$ cat src/rtl/riscv_ctrl_pkg.sv
// riscv_ctrl_pkg: shared codes for the multicycle RV32I control unit.
// States, opcodes, ALU operation codes and datapath mux selects.
package riscv_ctrl_pkg;

  typedef enum logic [5:0] {
    ST_FETCH    = 6'd0,
    ST_DECODE   = 6'd1,
    ST_MEMADDR  = 6'd2,
    ST_MEMREAD  = 6'd3,
    ST_MEMWB    = 6'd4,
    ST_MEMWRITE = 6'd5,
    ST_EXEC_R   = 6'd6,
    ST_EXEC_I   = 6'd7,
    ST_ALUWB    = 6'd8,
    ST_BRANCH   = 6'd9,
    ST_JAL      = 6'd10,
    ST_JALR     = 6'd11,
    ST_LUI      = 6'd12,
    ST_AUIPC    = 6'd13,
    ST_INVALID  = 6'd14,
    ST_ECALL    = 6'd15,
    ST_URET     = 6'd16,
    ST_CSR_EX   = 6'd17,
    ST_CSR_WB   = 6'd18
  } state_t;

  localparam logic [6:0] OPC_LOAD   = 7'h03;
  localparam logic [6:0] OPC_STORE  = 7'h23;
  localparam logic [6:0] OPC_OP     = 7'h33;
  localparam logic [6:0] OPC_OPIMM  = 7'h13;
  localparam logic [6:0] OPC_BRANCH = 7'h63;
  localparam logic [6:0] OPC_JAL    = 7'h6F;
  localparam logic [6:0] OPC_JALR   = 7'h67;
  localparam logic [6:0] OPC_LUI    = 7'h37;
  localparam logic [6:0] OPC_AUIPC  = 7'h17;
  localparam logic [6:0] OPC_SYSTEM = 7'h73;

  localparam logic [4:0] OPADD  = 5'd0;
  localparam logic [4:0] OPSUB  = 5'd1;
  localparam logic [4:0] OPAND  = 5'd2;
  localparam logic [4:0] OPOR   = 5'd3;
  localparam logic [4:0] OPXOR  = 5'd4;
  localparam logic [4:0] OPSLT  = 5'd5;
  localparam logic [4:0] OPSLTU = 5'd6;
  localparam logic [4:0] OPSLL  = 5'd7;
  localparam logic [4:0] OPSRL  = 5'd8;
  localparam logic [4:0] OPSRA  = 5'd9;

  localparam logic [2:0] A_REG    = 3'd0;
  localparam logic [2:0] A_PC     = 3'd1;
  localparam logic [2:0] A_PCBACK = 3'd2;
  localparam logic [2:0] A_IMM    = 3'd3;
  localparam logic [2:0] A_NOTA   = 3'd4;
  localparam logic [2:0] A_ZERO   = 3'd7;

  localparam logic [2:0] B_REG  = 3'd0;
  localparam logic [2:0] B_FOUR = 3'd1;
  localparam logic [2:0] B_IMM  = 3'd2;
  localparam logic [2:0] B_CSR  = 3'd3;
  localparam logic [2:0] B_ZERO = 3'd4;

  localparam logic [2:0] M_ALUOUT = 3'd0;
  localparam logic [2:0] M_PC     = 3'd1;
  localparam logic [2:0] M_MDR    = 3'd2;
  localparam logic [2:0] M_CSR    = 3'd4;

  localparam logic [2:0] P_ALU     = 3'd0;
  localparam logic [2:0] P_ALUOUT  = 3'd1;
  localparam logic [2:0] P_ALUMASK = 3'd2;
  localparam logic [2:0] P_UTVEC   = 3'd3;
  localparam logic [2:0] P_UEPC    = 3'd4;

  // alt selects SUB over ADD and SRA over SRL
  function automatic logic [4:0] aluFromF3(
    input logic [2:0] f3,
    input logic       alt
  );
    logic [4:0] op;
    op = OPADD;
    case (f3)
      3'd0: op = alt ? OPSUB : OPADD;
      3'd1: op = OPSLL;
      3'd2: op = OPSLT;
      3'd3: op = OPSLTU;
      3'd4: op = OPXOR;
      3'd5: op = alt ? OPSRA : OPSRL;
      3'd6: op = OPOR;
      default: op = OPAND;
    endcase
    return op;
  endfunction

endpackage

$ cat src/rtl/control_multi_alu_decode.sv
// alu_decode: opcode/funct3/funct7 to ALU code.
// Also flags funct encodings that RV32I does not define.
module alu_decode
  import riscv_ctrl_pkg::*;
(
  input  logic [6:0] opcode,
  input  logic [2:0] funct3,
  input  logic [6:0] funct7,
  output logic [4:0] aluOp,
  output logic       illegal
);

  // funct decode and legality per instruction class
  always_comb begin
    aluOp   = OPADD;
    illegal = 1'b0;
    case (opcode)
      OPC_OP: begin
        aluOp   = aluFromF3(funct3, funct7[5]);
        illegal = !(funct7 == 7'h00 ||
                    (funct7 == 7'h20 &&
                     (funct3 == 3'd0 || funct3 == 3'd5)));
      end
      OPC_OPIMM: begin
        aluOp = aluFromF3(funct3,
                          (funct3 == 3'd5) & funct7[5]);
        if (funct3 == 3'd1)
          illegal = funct7 != 7'h00;
        else if (funct3 == 3'd5)
          illegal = funct7 != 7'h00 && funct7 != 7'h20;
      end
      OPC_BRANCH: begin
        aluOp   = OPSUB;
        illegal = funct3 == 3'd2 || funct3 == 3'd3;
      end
      OPC_LOAD:
        illegal = funct3 == 3'd3 || funct3 >= 3'd6;
      OPC_STORE:
        illegal = funct3 >= 3'd3;
      default: ;
    endcase
  end

endmodule

$ cat src/rtl/control_multi.sv
// control_multi: multicycle RV32I Moore control FSM.
// Optional CSR/ecall/uret support under macro ZICSR_EN.
module control_multi
  import riscv_ctrl_pkg::*;
(
  input  logic        iCLK,
  input  logic        iRST,
  input  logic [31:0] iInstr,
  output logic [5:0]  oState,
  output logic        oEscreveIR,
  output logic        oEscrevePC,
  output logic        oEscrevePCCond,
  output logic        oEscrevePCBack,
  output logic [2:0]  oOrigAULA,
  output logic [2:0]  oOrigBULA,
  output logic [2:0]  oMem2Reg,
  output logic [2:0]  oOrigPC,
  output logic        oIouD,
  output logic        oRegWrite,
  output logic        oCSRegWrite,
  output logic        oMemWrite,
  output logic        oMemRead,
  output logic [4:0]  oALUControl,
  output logic        oInvInstruction,
  output logic        oEcall
);

  state_t     state;
  state_t     nxt;
  state_t     sysNext;
  logic [6:0] opcode;
  logic [2:0] funct3;
  logic [6:0] funct7;
  logic [4:0] aluOp;
  logic       illegal;
  logic       unusedBits;

  assign opcode = iInstr[6:0];
  assign funct3 = iInstr[14:12];
  assign funct7 = iInstr[31:25];
  assign oState = state;
  assign unusedBits = ^iInstr;

  alu_decode uAluDec (
    .opcode (opcode),
    .funct3 (funct3),
    .funct7 (funct7),
    .aluOp  (aluOp),
    .illegal(illegal)
  );

  // state register; reset parks in FETCH
  always_ff @(posedge iCLK or posedge iRST) begin
    if (iRST) state <= ST_FETCH;
    else      state <= nxt;
  end

  // SYSTEM opcode dispatch target
  always_comb begin
    sysNext = ST_INVALID;
`ifdef ZICSR_EN
    if (funct3 == 3'd0) begin
      if (iInstr[31:20] == 12'h000)
        sysNext = ST_ECALL;
      else if (iInstr[31:20] == 12'h002)
        sysNext = ST_URET;
    end else if (funct3 != 3'd4) begin
      sysNext = ST_CSR_EX;
    end
`endif
  end

  // next-state logic
  always_comb begin
    nxt = ST_FETCH;
    case (state)
      ST_FETCH: nxt = ST_DECODE;
      ST_DECODE: begin
        case (opcode)
          OPC_LOAD,
          OPC_STORE:  nxt = ST_MEMADDR;
          OPC_OP:     nxt = ST_EXEC_R;
          OPC_OPIMM:  nxt = ST_EXEC_I;
          OPC_BRANCH: nxt = ST_BRANCH;
          OPC_JAL:    nxt = ST_JAL;
          OPC_JALR:   nxt = ST_JALR;
          OPC_LUI:    nxt = ST_LUI;
          OPC_AUIPC:  nxt = ST_AUIPC;
          OPC_SYSTEM: nxt = sysNext;
          default:    nxt = ST_INVALID;
        endcase
        if (illegal) nxt = ST_INVALID;
      end
      ST_MEMADDR:
        nxt = (opcode == OPC_STORE) ? ST_MEMWRITE
                                    : ST_MEMREAD;
      ST_MEMREAD: nxt = ST_MEMWB;
      ST_EXEC_R,
      ST_EXEC_I,
      ST_LUI,
      ST_AUIPC:   nxt = ST_ALUWB;
      ST_CSR_EX:  nxt = ST_CSR_WB;
      default:    nxt = ST_FETCH;
    endcase
  end

  // Moore output decode, forced idle during reset
  always_comb begin
    oEscreveIR      = 1'b0;
    oEscrevePC      = 1'b0;
    oEscrevePCCond  = 1'b0;
    oEscrevePCBack  = 1'b0;
    oOrigAULA       = A_REG;
    oOrigBULA       = B_REG;
    oMem2Reg        = M_ALUOUT;
    oOrigPC         = P_ALU;
    oIouD           = 1'b0;
    oRegWrite       = 1'b0;
    oCSRegWrite     = 1'b0;
    oMemWrite       = 1'b0;
    oMemRead        = 1'b0;
    oALUControl     = OPADD;
    oInvInstruction = 1'b0;
    oEcall          = 1'b0;
    if (!iRST) begin
      case (state)
        ST_FETCH: begin
          oMemRead       = 1'b1;
          oEscreveIR     = 1'b1;
          oEscrevePCBack = 1'b1;
          oEscrevePC     = 1'b1;
          oOrigAULA      = A_PC;
          oOrigBULA      = B_FOUR;
        end
        ST_DECODE: begin
          oOrigAULA = A_PCBACK;
          oOrigBULA = B_IMM;
        end
        ST_MEMADDR: begin
          oOrigAULA = A_REG;
          oOrigBULA = B_IMM;
        end
        ST_MEMREAD: begin
          oIouD    = 1'b1;
          oMemRead = 1'b1;
        end
        ST_MEMWB: begin
          oIouD     = 1'b1;
          oRegWrite = 1'b1;
          oMem2Reg  = M_MDR;
        end
        ST_MEMWRITE: begin
          oIouD     = 1'b1;
          oMemWrite = 1'b1;
        end
        ST_EXEC_R: begin
          oOrigBULA   = B_REG;
          oALUControl = aluOp;
        end
        ST_EXEC_I: begin
          oOrigBULA   = B_IMM;
          oALUControl = aluOp;
        end
        ST_LUI: begin
          oOrigAULA = A_ZERO;
          oOrigBULA = B_IMM;
        end
        ST_AUIPC: begin
          oOrigAULA = A_PCBACK;
          oOrigBULA = B_IMM;
        end
        ST_ALUWB: begin
          oRegWrite = 1'b1;
          oMem2Reg  = M_ALUOUT;
        end
        ST_BRANCH: begin
          oEscrevePCCond = 1'b1;
          oOrigPC        = P_ALUOUT;
        end
        ST_JAL: begin
          oRegWrite  = 1'b1;
          oMem2Reg   = M_PC;
          oEscrevePC = 1'b1;
          oOrigPC    = P_ALUOUT;
        end
        ST_JALR: begin
          oOrigBULA  = B_IMM;
          oEscrevePC = 1'b1;
          oOrigPC    = P_ALUMASK;
          oRegWrite  = 1'b1;
          oMem2Reg   = M_PC;
        end
        ST_INVALID: oInvInstruction = 1'b1;
`ifdef ZICSR_EN
        ST_ECALL: begin
          oEcall     = 1'b1;
          oOrigPC    = P_UTVEC;
          oEscrevePC = 1'b1;
        end
        ST_URET: begin
          oOrigPC    = P_UEPC;
          oEscrevePC = 1'b1;
        end
        ST_CSR_EX: begin
          oOrigAULA = funct3[2] ? A_IMM : A_REG;
          case (funct3[1:0])
            2'b10: begin
              oOrigBULA   = B_CSR;
              oALUControl = OPOR;
            end
            2'b11: begin
              oOrigBULA   = B_CSR;
              oALUControl = OPAND;
              if (!funct3[2]) oOrigAULA = A_NOTA;
            end
            default: oOrigBULA = B_ZERO;
          endcase
        end
        ST_CSR_WB: begin
          oRegWrite   = 1'b1;
          oMem2Reg    = M_CSR;
          oCSRegWrite = !(funct3[1] &&
                          iInstr[19:15] == 5'd0);
        end
`endif
        default: ;
      endcase
    end
  end

endmodule

$ cat config.mk
export PLATFORM = sky130hd
export DESIGN_NAME = control_multi
export DESIGN_NICKNAME = d
export VERILOG_FILES = /design/src/rtl/riscv_ctrl_pkg.sv /design/src/rtl/control_multi_alu_decode.sv /design/src/rtl/control_multi.sv
export SDC_FILE = /design/constraint.sdc
export NUM_CORES = 1
export LEC_CHECK = 0
export ABC_AREA = 1
export CORE_AREA = 2 2 56 58
export DETAILED_ROUTE_END_ITERATION = 10
export DIE_AREA = 0 0 58 60
export MAX_ROUTING_LAYER = met4
export PLACE_DENSITY_LB_ADDON = 0.2
export SLEW_MARGIN = 10
export SYNTH_ARGS = -nofsm -noshare
export SYNTH_HDL_FRONTEND = slang
export SYNTH_SLANG_ARGS = --single-unit
export TNS_END_PERCENT = 30
$ cat constraint.sdc
create_clock -name iCLK -period 1.8 [get_ports iCLK]
set_input_delay 0.36 -clock iCLK [delete_from_list [all_inputs] [get_ports iCLK]]
set_output_delay 0.36 -clock iCLK [all_outputs]
set_load 0.02 [all_outputs]
==> flow_metrics.py, run 1 <==
metrics = {
    "global_route": {
        "antenna_found_initial": 0,
        "grt_usage_pct": 20.2,
        "grt-ovfl-total": 0,
        "grt_pass1_wl_mm": 5.42,
        "grt_pass1_vias": 1304,
        "grt_start_max_net_pins": 15,
    },
    "status": {
        "violations": "setup timing",
        "outcome": "finished, violations left",
    },
    "setup_path": {
        "cp_max_fo": 4,
        "cp-end-kind": "output port",
        "path_cells": "buf_6 -> nor3_4 -> buf_6 -> nand2_4 -> a31oi_1 -> buf_2",
        "required_ns": 1.44,
        "worstPathArrival_ns": 1.59,
        "r2r_slack_ns": 0.28,
        "cp-start-kind": "register",
        "critical_path_class": "reg -> out",
        "path_common_cell": "buf_6",
        "slowest_delay_ns": 0.41,
        "slowest_stage": "dfrtp_1",
    },
    "pwr": {
        "power.leakage_nw": 1.02,
        "powerDensity_nw_per_um2": 860,
        "power_frac_seq_pct": 12.9,
        "p_int_uw": 902,
        "switching_share_pct": 47.8,
        "irDropWorstVdd_mv": 0.849,
        "p_sw_uw": 826,
        "combPwrFrac_pct": 80.0,
        "total_power_mw": 1.73,
        "clockPowerShare_pct": 7.1,
    },
    "timing": {
        "rsz0062_at_grt": "yes",
        "hold_violations": 0,
        "setup_ws_ns": -0.149,
        "fin_crit_ns": 1.95,
        "finalSetupTns_ns": -0.749,
        "setup_viol": 12,
        "fin_worst_skew_ns": 0.00226,
        "fin_crit_sh_pct": 108,
        "fmax_mhz": 513,
        "slew_violations": 0,
    },
    "cts": {
        "postCtsHoldBufs": 0,
        "cts_root_buf": "clkbuf_4",
        "cts_buffers": 3,
        "cts_sinks": 5,
        "htree_levels": 1,
        "clkTransAtPathRegs_ns": 0.04,
        "cts.path.max_buffers": 2,
        "cts_tree": "yes",
        "clock_latency_ns": 0.23,
    },
    "synthesis": {
        "synth_area_um2": 992,
        "ys_ff_latch": 5,
        "yosysMostFrequentCell": "nand2_1",
        "synthTopCellsByCount": "39 x nand2_1, 30 x nor2_1, 15 x inv_1, 13 x nand3_1, 12 x inv_2",
        "synth_area_leader_cell": "nand2_1",
        "synth_cell_types": 26,
        "synth_edf_count": 0,
        "synth_ff_type": "dfrtp_1",
        "synthCells": 179,
        "yosysSeqAreaShare_pct": 12.6,
        "ys_warn_count": 0,
        "yosys-top-cells-area": "nand2_1 15%, dfrtp_1 13%, nor2_1 11%",
        "synthArstFlopShare_pct": 100,
        "synth.top_cell.area_share_pct": 14.8,
        "syn_area_per_cell_um2": 5.54,
    },
    "layout": {
        "drive_gt1_share_pct": 53.3,
        "final_nets": 322,
        "syn_to_final_growth_pct": 103,
        "largest_reg_flops": 5,
        "diodes": 0,
    },
    "drt": {
        "route.detailed.drc": 0,
        "dr.pass1.iters": 4,
        "vias_per_cell": 4.54,
        "vias": 1453,
        "drtIter0Drc": 48,
        "wl_mm": 3.34,
        "drt.antenna.violating_nets": 0,
        "routed_wire_length_per_instance_um": 10.4,
    },
    "min_path": {
        "holdCritPathClass": "in -> async",
    },
    "floorplanning": {
        "floorplan.initialDensity_pct": 34.2,
        "rows": 20,
        "io_pins": 68,
        "die_w_um": 58,
        "die_area_um2": 3480,
        "core_um2": 2900,
        "die_h_um": 60,
    },
    "run": {
        "drv_cap": 0,
    },
    "placement": {
        "dpl_worst_slack_ns": -0.745,
        "place.port_buffers": 45,
        "hpwl_mm": 2.45,
        "place.gp.congestion": 0.829,
    },
}
[power by group through the flow]
| stage | Clock [mW] | Combinational, mW | Sequential [mW] |
|---|---|---|---|
| 2_1_floorplan | 0 | 0.542 | 0.249 |
| 3_3_place_gp | 0 | 1.22 | 0.208 |
| 3_5_place_dp | 0 | 1.23 | 0.208 |
| 4_1_cts | 0.130 | 1.30 | 0.217 |
| 5_1_grt | 0.140 | 1.49 | 0.230 |
| 6_report | 0.123 | 1.38 | 0.223 |
[layout by cell type (no fill, tap or decap), types with 2 or more instances in the layout]
cell type / n
a21oi_1: 5
a31oi_1: 4
buf_2: 5
buf_4: 75
buf_6: 5
clkbuf_4: 3
clkdlybuf4s15_1: 2
clkdlybuf4s15_2: 2
clkdlybuf4s50_1: 10
clkinv_1: 2
conb_1: 7
dfrtp_2: 4
dlygate4sd2_1: 8
inv_1: 13
inv_2: 14
nand2_1: 33
nand2_2: 11
nand3_1: 12
nand3_2: 2
nand4_1: 2
nor2_1: 23
nor2_2: 5
nor2_4: 14
nor3_2: 5
o211ai_1: 2
o21a_1: 2
o21ai_0: 4
o21ai_2: 3
[final cells by class]
| cell class | instances | area [um^2] |
|---|---|---|
| inverter | 29 | 109 |
| tap | 33 | 41.3 |
| sequential | 5 | 130 |
| clock buffer | 4 | 26.3 |
| timing repair buffer | 108 | 870 |
| fill | 272 | 893 |
| multi-input combinational | 141 | 833 |
[metal layers]
| metal | GRT usage (%) | up-vias | share of wire, % |
|---|---|---|---|
| met5 | - | - | 0 |
| met4 | 5.65 | 0 | 1.4 |
| met3 | 2.38 | 4 | 5.0 |
| met2 | 37.7 | 46 | 53 |
| met1 | 22.6 | 634 | 40 |
| li1 | - | 769 | - |
[timing repair]
item,4_1_cts,5_1_grt
resized for setup,140,32
buffers inserted,8,2
pin swaps,11,6
endpoints found under the setup margin,23,22
[cell families after synthesis]
family                 Yosys count  share of synthesized area [%]
AO/OA/AOI/OAI                   24                           14.9
buffers and inverters           39                           18.2
flip-flops                       5                           12.6
other                            1                          0.378
AND/OR/NAND/NOR                110                           54.0
[stage by stage]
| stage | instance area [um^2] | util, % | instances | hold WS [ns] |
|---|---|---|---|---|
| 2_1_floorplan | 1020 | - | 185 | 0.361 |
| 3_3_place_gp | 1840 | 63.2 | 306 | 0.652 |
| 3_5_place_dp | 1840 | 63.2 | 306 | 0.662 |
| 4_1_cts | 1920 | 66.3 | 318 | 0.377 |
| 5_1_grt | 2010 | 69.2 | 320 | 0.451 |
| 6_report | 2010 | 69.2 | 320 | 0.430 |
[final timing paths]
kind,depth (start not counted),from,to
max,6,oState[4],oIouD
min,3,iRST,oState[4]
max reg2reg,8,oState[4],oState[2]
min reg2reg,3,oState[1],oState[3]
max in group asynchronous,3,iRST,oState[2]
min in group iCLK,3,oState[1],oState[3]
[worst max-delay path: cells and delay by family (launching register included)]
kind            cells  cell delay [ns]
buf+inv             3             0.47
simple gates        2             0.33
compound gates      1             0.14
flops               1             0.41
No activity file was read; power rests on OpenSTA's default activity.
==> run 2, diff against run 1 <==
--- a/config.mk
+++ b/config.mk
@@ -11,7 +11,6 @@
 export DIE_AREA = 0 0 58 60
 export MAX_ROUTING_LAYER = met4
 export PLACE_DENSITY_LB_ADDON = 0.2
-export SLEW_MARGIN = 10
 export SYNTH_ARGS = -nofsm -noshare
 export SYNTH_HDL_FRONTEND = slang
 export SYNTH_SLANG_ARGS = --single-unit
==> results of run 2 <==
Same layout as run 1: the final DEF is identical, and so are final timing and power.
==> run 3, diff against run 2 <==
--- a/config.mk
+++ b/config.mk
@@ -11,6 +11,7 @@
 export DIE_AREA = 0 0 58 60
 export MAX_ROUTING_LAYER = met4
 export PLACE_DENSITY_LB_ADDON = 0.2
+export SETUP_SLACK_MARGIN = 0.05
 export SYNTH_ARGS = -nofsm -noshare
 export SYNTH_HDL_FRONTEND = slang
 export SYNTH_SLANG_ARGS = --single-unit
==> run 3 against run 2 <==
Via count fell by 1.6%. Worst hold slack got worse by 0.045 ns. Highest routed layer unchanged. Count of clock-buffer cells in the layout did not move. First-iteration DRC count fell by 60%. Largest cell class is now multi-input combinational cells. Core utilization fell by 1.8 points. Clock power rose by 9%. The flow still finishes with violations (setup timing). Global-route usage rose by 1.2 points. Final cell count fell by 2.5%. Wire length rose by 1.1%. Non-clock buffer count fell by 8. Largest power group unchanged.
==> flow_metrics.py, run 3 (same netlist as run 1, synthesis figures left out) <==
metrics = {
    "status": {
        "outcome": "finished, violations left",
        "violations": "setup timing",
    },
    "setup_path": {
        "required_ns": 1.44,
        "critical_path_class": "reg -> out",
        "path_common_cell": "buf_4",
        "path_cells": "nor2_4 -> nand3_4 -> buf_4 -> buf_4 -> a21oi_2 -> buf_4",
        "cp-start-kind": "register",
        "slowest_delay_ns": 0.47,
        "worstPathArrival_ns": 1.49,
        "cp-end-kind": "output port",
        "cp_max_fo": 6,
        "slowest_stage": "dfrtp_2",
    },
    "layout": {
        "diodes": 0,
        "final_common_cell": "buf_4",
        "drive_gt1_share_pct": 54.5,
        "final_nets": 314,
        "instances_no_fill": 312,
        "mostFrequentLayoutCells": "73 x buf_4, 32 x nand2_1, 22 x nor2_1, 14 x inv_2, 12 x nand3_1",
        "num-fill-cells": 272,
        "syn_to_final_growth_pct": 97.4,
        "register_area_um2": 129,
        "multi_input_comb_area_um2": 846,
        "largest_reg_flops": 5,
    },
    "timing": {
        "slew_violations": 0,
        "hold_violations": 0,
        "fin_crit_ns": 1.85,
        "setup_viol": 10,
        "fmax_mhz": 542,
        "hold_slack_ns": 0.385,
        "rsz0062_at_grt": "yes",
        "setup_ws_ns": -0.0457,
        "fin_crit_sh_pct": 103,
        "fin_worst_skew_ns": 0.00815,
    },
    "drt": {
        "routed_wire_length_per_instance_um": 10.8,
        "vias": 1430,
        "drtIter0Drc": 19,
        "dr.pass1.iters": 4,
        "wl_mm": 3.38,
        "route.detailed.drc": 0,
        "drt.antenna.violating_nets": 0,
        "vias_per_cell": 4.58,
    },
    "global_route": {
        "grt_start_max_net_pins": 15,
        "grt-ovfl-total": 0,
        "antenna_found_initial": 0,
        "grt_pass1_wl_mm": 5.56,
        "grt_pass1_vias": 1280,
        "grt_usage_pct": 21.4,
    },
    "placement": {
        "place.gp.congestion": 0.861,
        "dp.cells": 301,
        "place.port_buffers": 45,
        "hpwl_mm": 2.60,
    },
    "floorplanning": {
        "die_w_um": 58,
        "io_pins": 68,
        "core_um2": 2900,
        "rows": 20,
        "die_area_um2": 3480,
        "floorplan.initialDensity_pct": 34.2,
        "die_h_um": 60,
    },
    "cts": {
        "cts_root_buf": "clkbuf_4",
        "cts_sinks": 5,
        "postCtsHoldBufs": 0,
        "clock_latency_ns": 0.25,
        "cts_buffers": 3,
        "cts.path.max_buffers": 2,
        "cts_tree": "yes",
        "htree_levels": 1,
        "clkTransAtPathRegs_ns": 0.05,
    },
    "pwr": {
        "irDropWorstVdd_mv": 0.706,
        "power_frac_seq_pct": 13.4,
        "total_power_mw": 1.74,
        "clockPowerShare_pct": 7.7,
        "combPwrFrac_pct": 78.9,
        "switching_share_pct": 49.5,
        "power.leakage_nw": 0.997,
        "p_int_uw": 881,
        "powerDensity_nw_per_um2": 891,
        "p_sw_uw": 863,
    },
    "run": {
        "drv_cap": 0,
    },
    "min_path": {
        "holdCritPathClass": "in -> async",
    },
}
## run 3: cell count changes in the layout (fill, tap and decap cells not counted), moves of 2 or more
| cell | before | now |
|---|---|---|
| nor2_2 | 5 | 9 |
| buf_2 | 5 | 3 |
| inv_1 | 13 | 11 |
| nor3_2 | 5 | 3 |
| dlygate4sd2_1 | 8 | 6 |
| clkdlybuf4s50_1 | 10 | 7 |
| buf_4 | 75 | 73 |
| inv_4 | 0 | 2 |
| nor2_4 | 14 | 11 |
## run 3: power groups by stage
stage	Clock [mW]	Sequential (mW)	Combinational, mW
finish	0.134	0.234	1.38
floorplan	0	0.249	0.548
global placement	0	0.209	1.20
CTS	0.134	0.215	1.22
global route	0.146	0.238	1.49
detailed placement	0	0.212	1.20
## run 3: worst paths after layout
path / from / endpoint / slack [ns] / cells after the start
min: iRST / oState[4] / 0.39 / 3
max in group asynchronous: iRST / oState[0] / 1.22 / 3
min in group iCLK: oState[1] / oState[3] / 0.61 / 2
min reg2reg: oState[1] / oState[3] / 0.61 / 2
max reg2reg: oState[0] / oState[2] / 0.50 / 7
max: oState[3] / oALUControl[0] / -0.05 / 6
## run 3: stage by stage
stage | utilization, % | TNS [ns] | worst slack, ns | cell area, um^2
after global routing | 67.5 | -1.43 | -0.172 | 1960
final | 67.5 | -0.201 | -0.0457 | 1960
after global placement | 62.1 | -9.03 | -0.726 | 1800
after detailed placement | 62.1 | -9.23 | -0.809 | 1800
after floorplan | - | 0 | 0.0180 | 1020
after CTS | 62.7 | -0.391 | -0.0983 | 1820
## run 3: routing by layer
layer | part of all wire [%] | routed length, um | vias up | global-route usage (%)
met5 | 0 | 0 | - | -
met3 | 3.5 | 118 | 7 | 3.46
met2 | 54 | 1810 | 33 | 37.7
met1 | 41 | 1380 | 637 | 24.2
met4 | 1.9 | 63 | 0 | 8.31
li1 | - | - | 753 | -
## run 3: area by class of cell
| class | count | area share [%] |
|---|---|---|
| multi-input combinational | 141 | 43.2 |
| sequential | 5 | 6.58 |
| tap | 33 | 2.11 |
| clock buffer | 4 | 1.34 |
| timing repair buffer | 100 | 41.0 |
| inverter | 29 | 5.81 |
## run 3: repair_timing
action	4_1_cts	5_1_grt
endpoints found under the setup margin	25	24
gates resized for setup	144	42
setup buffers	4	3
pin swaps	14	8
## run 3: worst max-delay path: cells and delay by family (launching register included)
family	cells	cell delay, ns
simple gates	2	0.24
flops	1	0.47
buf+inv	3	0.44
compound gates	1	0.09
